## config.mk

```make
export PLATFORM = sky130hd
export DESIGN_NAME = fifo_rd_ctrl
export DESIGN_NICKNAME = d
export VERILOG_FILES = /design/src/rtl/fifo_pkg.sv /design/src/rtl/fifo_ptr_sync.sv /design/src/rtl/fifo_rd_ctrl.sv
export SDC_FILE = /design/constraint.sdc
export NUM_CORES = 1
export LEC_CHECK = 0
export ABC_AREA = 1
export CORE_MARGIN = 2
export CORE_UTILIZATION = 42
export CTS_CLUSTER_DIAMETER = 30
export DETAILED_ROUTE_END_ITERATION = 8
export GPL_TIMING_DRIVEN = 0
export PLACE_DENSITY = 0.79
export SYNTH_ARGS = -nofsm -noshare
export SYNTH_HDL_FRONTEND = slang
export SYNTH_SLANG_ARGS = --single-unit
```

## constraint.sdc

```tcl
create_clock -name R_CLK -period 1.32 [get_ports R_CLK]
set_input_delay 0.264 -clock R_CLK [delete_from_list [all_inputs] [get_ports R_CLK]]
set_output_delay 0.264 -clock R_CLK [all_outputs]
set_load 0.02 [all_outputs]
```

## src/rtl/fifo_pkg.sv

```systemverilog
// fifo_pkg
//   Helpers shared by the read- and write-side FIFO controllers.
//   - ptr_w()    : pointer width for a given depth (address bits + lap bit)
//   - bin2gray() : binary to Gray conversion, up to 32 bits; callers size-cast
//                  the result down to their pointer width.
package fifo_pkg;

    localparam int FIFO_DEPTH_DEF = 8;

    function automatic int ptr_w(input int depth);
        return $clog2(depth) + 1;
    endfunction

    localparam int PTR_W_DEF = ptr_w(FIFO_DEPTH_DEF);

    function automatic logic [31:0] bin2gray(input logic [31:0] b);
        return b ^ (b >> 1);
    endfunction

endpackage

```

## src/rtl/fifo_ptr_sync.sv

```systemverilog
// fifo_ptr_sync
//   N-bit two-flop synchronizer for Gray-coded FIFO pointers. Only one bit of
//   the input changes per update, so each sampled value is either the old or
//   the new pointer, never a mix.
// Ports:
//   clk    destination-domain clock
//   rst_n  asynchronous active-low reset (both stages clear to 0)
//   d      pointer from the source domain
//   q      pointer synchronized to clk (2-edge latency)
module fifo_ptr_sync #(
    parameter int W = 4
) (
    input  logic         clk,
    input  logic         rst_n,
    input  logic [W-1:0] d,
    output logic [W-1:0] q
);

    logic [W-1:0] meta;

    always_ff @(posedge clk or negedge rst_n) begin
        if (!rst_n) begin
            meta <= '0;
            q    <= '0;
        end else begin
            meta <= d;
            q    <= meta;
        end
    end

endmodule

```

## src/rtl/fifo_rd_ctrl.sv

```systemverilog
// fifo_rd_ctrl
//   Read-side controller of the asynchronous FIFO (read clock domain only).
//   Owns the read pointer, addresses the FIFO memory, detects empty against
//   the write pointer, and presents popped words through a registered
//   valid/ready stage that sustains one word per clock.
// Configuration macro:
//   FIFO_RD_SYNC_EN  defined: WPTR_GRAY passes through an internal two-flop
//                    synchronizer; undefined: WPTR_GRAY must already be
//                    synchronous to R_CLK and is used directly.
// Ports:
//   R_CLK        read clock
//   R_RST        asynchronous active-low reset
//   WPTR_GRAY    Gray write pointer (ADDR_W+1 bits)
//   MEM_RD_DATA  combinational memory data at R_ADDR
//   R_ADDR       memory read address (rbin modulo depth)
//   RPTR_GRAY    registered Gray read pointer for the write domain
//   RD_DATA      registered output word
//   RD_VALID     RD_DATA holds an unconsumed word
//   RD_READY     consumer accepts RD_DATA this cycle
//   EMPTY        memory holds no unread entry (output register excluded)
module fifo_rd_ctrl
    import fifo_pkg::*;
#(
    parameter  int DATA_WIDTH = 8,
    parameter  int FIFO_DEPTH = 8,
    localparam int ADDR_W     = $clog2(FIFO_DEPTH),
    localparam int PTR_W      = ptr_w(FIFO_DEPTH)
) (
    input  logic                  R_CLK,
    input  logic                  R_RST,
    input  logic [PTR_W-1:0]      WPTR_GRAY,
    input  logic [DATA_WIDTH-1:0] MEM_RD_DATA,
    output logic [ADDR_W-1:0]     R_ADDR,
    output logic [PTR_W-1:0]      RPTR_GRAY,
    output logic [DATA_WIDTH-1:0] RD_DATA,
    output logic                  RD_VALID,
    input  logic                  RD_READY,
    output logic                  EMPTY
);

    logic [PTR_W-1:0] rbin;
    logic [PTR_W-1:0] rgray;
    logic [PTR_W-1:0] wq;
    logic [PTR_W-1:0] rbin_nxt;
    logic [PTR_W-1:0] rgray_nxt;
    logic             pop;

`ifdef FIFO_RD_SYNC_EN
    fifo_ptr_sync #(.W(PTR_W)) u_wptr_sync (
        .clk   (R_CLK),
        .rst_n (R_RST),
        .d     (WPTR_GRAY),
        .q     (wq)
    );
`else
    assign wq = WPTR_GRAY;
`endif

    // Gray compare including the lap bit: equal means nothing unread.
    assign EMPTY = (rgray == wq);

    // Pop when data exists and the output stage is free or being drained
    // this same cycle, so back-to-back words leave no bubble.
    assign pop = !EMPTY && (!RD_VALID || RD_READY);

    assign rbin_nxt  = rbin + 1'b1;
    assign rgray_nxt = PTR_W'(bin2gray(32'(rbin_nxt)));

    always_ff @(posedge R_CLK or negedge R_RST) begin
        if (!R_RST) begin
            rbin     <= '0;
            rgray    <= '0;
            RD_DATA  <= '0;
            RD_VALID <= 1'b0;
        end else if (pop) begin
            RD_DATA  <= MEM_RD_DATA;
            rbin     <= rbin_nxt;
            rgray    <= rgray_nxt;
            RD_VALID <= 1'b1;
        end else if (RD_VALID && RD_READY) begin
            RD_VALID <= 1'b0;
        end
    end

    // The write domain samples this asynchronously, so it must be a bare flop.
    assign RPTR_GRAY = rgray;
    assign R_ADDR    = rbin[ADDR_W-1:0];

endmodule

```

## Yosys cells after proc, flatten, opt, wreduce, memory -nomap -nowiden

Index checks and enable logic that the tools add are counted.

- Memory bits (read-only): 0
- Memories kept: 0
- RAM bits: 0
- Register bits after elaboration: 17
- Bits in latches: 0

- Reductions and logical operators: 6
- $add $sub $neg: 1
- Bitwise operators: 1
- Div/mod/pow operators: 0
- $mul: 0
- $lt $le $gt $ge: 0
- Equal/unequal tests: 1
- Multiplexer cells: 2
- Shifts and indexed selects: 0

Operator list:

| kind | count |
|---|---|
| 4-bit by 1-bit adder with 4-bit output, second input constant | 1 |
| 4-bit == test | 1 |
| 4-bit by 3-bit bitwise XOR with 4-bit output | 1 |
| 1-bit logical AND | 2 |
| 1-bit zero test | 2 |
| 1-bit two-way mux | 2 |
| 2-bit nonzero test | 1 |
| 1-bit logical OR | 1 |

## Logic depth before layout (Yosys ltp)

- Word-level depth: 4
- Gate-level depth with buffers: 9

## Worst setup path after synthesis

OpenSTA, ideal clock, no wires.

- Path type: flip-flop to output port
- Start: register rbin[3] (netlist name)
- End: output port EMPTY
- Cell stages (with the launch flop): 7
- Path buffers: 0
- Path slack: -0.029 ns
- Data arrival time: 1.085 ns
- Path through: dfrtp_1 > inv_1 > nand2_1 > nand2_1 > nor2_2 > nand2_2 > inv_1

RTL lines:

| what | RTL line | RTL |
|---|---|---|
| end, declared | fifo_rd_ctrl.sv:38 | `output logic EMPTY` |

## Worst setup path after layout

- Start: register rgray[1] (netlist: RPTR_GRAY[1])
- End: output port EMPTY

- Longest elaborated chain between the ends: 1

RTL lines:

| what | RTL line | RTL |
|---|---|---|
| start, declared | fifo_rd_ctrl.sv:42 | `logic [PTR_W-1:0] rgray;` |
| start signal, assigned | fifo_rd_ctrl.sv:78 | `rgray <= rgray_nxt;` |
| 4-bit == test | fifo_rd_ctrl.sv:60 | `assign EMPTY = (rgray == wq);` |

No other way between the ends.

==> out/metrics.cfg <==
[power]
comb_power_share_pct = 62.0
swShare_pct = 43.6
p_seq_share_pct = 27.0
power_density_nw_per_um2 = 2050
p_int_mw = 1.73
p_sw_mw = 1.33
p_leak_nw = 0.814
irDropWorstVdd_uv = 1470
clock_power_share_pct = 11.0
power_mw = 3.06

[synthesis]
synth.avg_cell_area_sq_um = 7.37
ys_types = 15
synth_edf_count = 0
synth_cells = 113
async_reset_ff_share_pct = 100
synth_ff_type = dfrtp_1
syn_area_sq_um = 833
synth_seq_area_share_pct = 48.0
ys_ff_latch = 16
syn-num-nets = 129
ys_warn_count = 0

[sta]
relSlewSlack_pct = 50.4
setup_tns_ns = -2.30
finalSetupViolCount = 17
period_share_pct = 116
final_hold_viol_count = 0
worst_slack_ns = -0.213
max_freq_ghz = 0.652
finalCriticalPeriod_ns = 1.53
worst_slew_pin_slew_ns = 0.741
drv_slew = 0
clock_skew_ns = 0.00240
rsz0062_at_grt = yes

[drt]
drc = 0
viasPerCell = 5.05
vias = 974
routed_wl_um = 2760
firstDrtPassIters = 4
ant_nets = 0
wl_per_cell_um = 14.3
first_iter_violations = 26

[setup_path]
worstPathRequired_ns = 1.06
crit_path_start_kind = flop
criticalPathCategory = flop to primary output
endpoint_kind = primary output
critPathMaxFanout = 3
crit_arrival_ns = 1.27

[final_layout]
layout-drive-gt1-share_pct = 35.5
antenna_cells = 0
fin_area_sq_um = 1490
final_util_pct = 77.7
area_growth_pct = 79.1
final_nets = 183

[global_routing]
grt_pass1_vias = 904
grt_pass1_wl_um = 3980
grt_overflow = 0
antenna_found_initial = 0
grt_use_total_pct = 21.7
grt_start_max_net_pins = 17

[min_path]
hold_class = input port to asynchronous set/reset pin

[clock_tree]
cts_buffers = 3
htree_num_levels = 1
clk_latency_ns = 0.29
cts_root_buf = clkbuf_4
ctsHoldBuffers = 0
cts.sinks = 16
clockBufferDepth = 2
clkSlewWorstSetupHoldPaths_ns = 0.10
cts_tree = built

[floorplan]
core_sq_um = 1920
ios = 32
die_w_um = 48.5
die-area_sq_um = 2360
initial_core_util_pct = 43.4
fp-row-count = 16
die_y_um = 48.5

[place]
dpl.hpwl_um = 1420
io_buffer_count = 31
dpl_cell_area_sq_um = 1180
gp_congestion = 0.773

[outcome]
status = complete, but fails checks
violations = setup timing

[run]
drv_cap = 0

==> cells in the final DEF (no fill, tap or decap), drive strengths merged <==
cell / instances
clkdlybuf4s50: 10
nand3b: 1
dlymetal6s2s: 2
xnor2: 1
dlygate4sd2: 11
clkbuf: 5
inv: 11
dfrtp: 16
buf: 24
nor2: 6
ha: 1
nand2: 55
nand3: 17
nand4: 2
clkdlybuf4s15: 4
==> area by class of cell <==
| type | count | area (sq um) |
|---|---|---|
| Timing Repair Buffer | 49 | 507 |
| Multi-Input combinational cell | 83 | 434 |
| Fill cell | 131 | 429 |
| Sequential cell | 16 | 405 |
| Inverter | 11 | 41.3 |
| Clock buffer | 4 | 36.3 |
| Buffer | 3 | 35.0 |
| Tap cell | 27 | 33.8 |
==> registers in the layout, indices dropped and copies added, names as in the netlist <==
register   flops
RD_DATA        8
rbin           4
RPTR_GRAY      3
RD_VALID       1
==> power by group through the flow <==
stage | registers [mW] | logic, mW | clock network (mW)
6_report | 0.827 | 1.90 | 0.337
3_5_place_dp | 0.854 | 1.32 | 0
3_3_place_gp | 0.837 | 1.29 | 0
2_1_floorplan | 1.02 | 0.614 | 0
5_1_grt | 0.847 | 2.03 | 0.356
4_1_cts | 0.831 | 1.53 | 0.330
==> final timing paths <==
path	startpoint	to	slack, ns	depth (start not counted)
setup / recovery	RPTR_GRAY[1]$_DFFE_PN0P_	EMPTY	-0.21	7
hold / removal	R_RST	RPTR_GRAY[0]$_DFFE_PN0P_	0.40	1
setup reg to reg	RPTR_GRAY[1]$_DFFE_PN0P_	rbin[1]$_DFFE_PN0P_	-0.15	11
hold reg to reg	RD_DATA[2]$_DFFE_PN0P_	RD_DATA[2]$_DFFE_PN0P_	0.47	2
max in group asynchronous	R_RST	rbin[0]$_DFFE_PN0P_	0.41	1
min in group R_CLK	RD_DATA[2]$_DFFE_PN0P_	RD_DATA[2]$_DFFE_PN0P_	0.47	2
==> kinds of logic after synthesis <==
group,share of synthesized area [%]
and+or+nand+nor,41.6
adders and majority gates,1.50
buffers and inverters,7.81
DFF,48.0
xor gates and xnor gates,1.05
==> synth_stat cells (2+ instances only) <==
| cell | count | share of area (%) |
|---|---|---|
| nand2_1 | 53 | 24 |
| nand3_1 | 17 | 10 |
| nor2_1 | 5 | 2.3 |
| nand4_1 | 2 | 1.5 |
| inv_1 | 11 | 5.0 |
| dfrtp_1 | 16 | 48 |
==> worst max-delay path, stage by stage, from the launching register on <==
cell and delay, ns:
dfrtp_1 0.41, nand2_1 0.07, inv_1 0.07, nor2_2 0.04
nor2_2 0.15, nand2_4 0.07, inv_2 0.06, buf_6 0.11
==> per-stage QoR <==
step,hold WS [ns],instances,worst slack [ns]
2_1_floorplan,-0.0316,113,0.0300
3_3_place_gp,0.457,171,-0.780
3_5_place_dp,0.460,171,-0.789
4_1_cts,0.419,185,-0.228
5_1_grt,0.449,193,-0.264
6_report,0.402,193,-0.213
==> timing repair <==
item                                    4_1_cts  5_1_grt
resized for setup                            57       25
endpoints found under the setup margin       29       23
pin swaps                                     5        4
cloned                                        2        0
setup buffers                                 9        8
==> routing by layer <==
layer | vias to the layer above | global-route usage [%] | wire length, um
met1 | 469 | 22.0 | 1050
met4 | 0 | 8.10 | 70
li1 | 462 | - | -
met5 | - | 0 | 0
met3 | 6 | 3.70 | 131
met2 | 37 | 43.5 | 1510
Note: power is estimated with default switching activity, not from simulation.
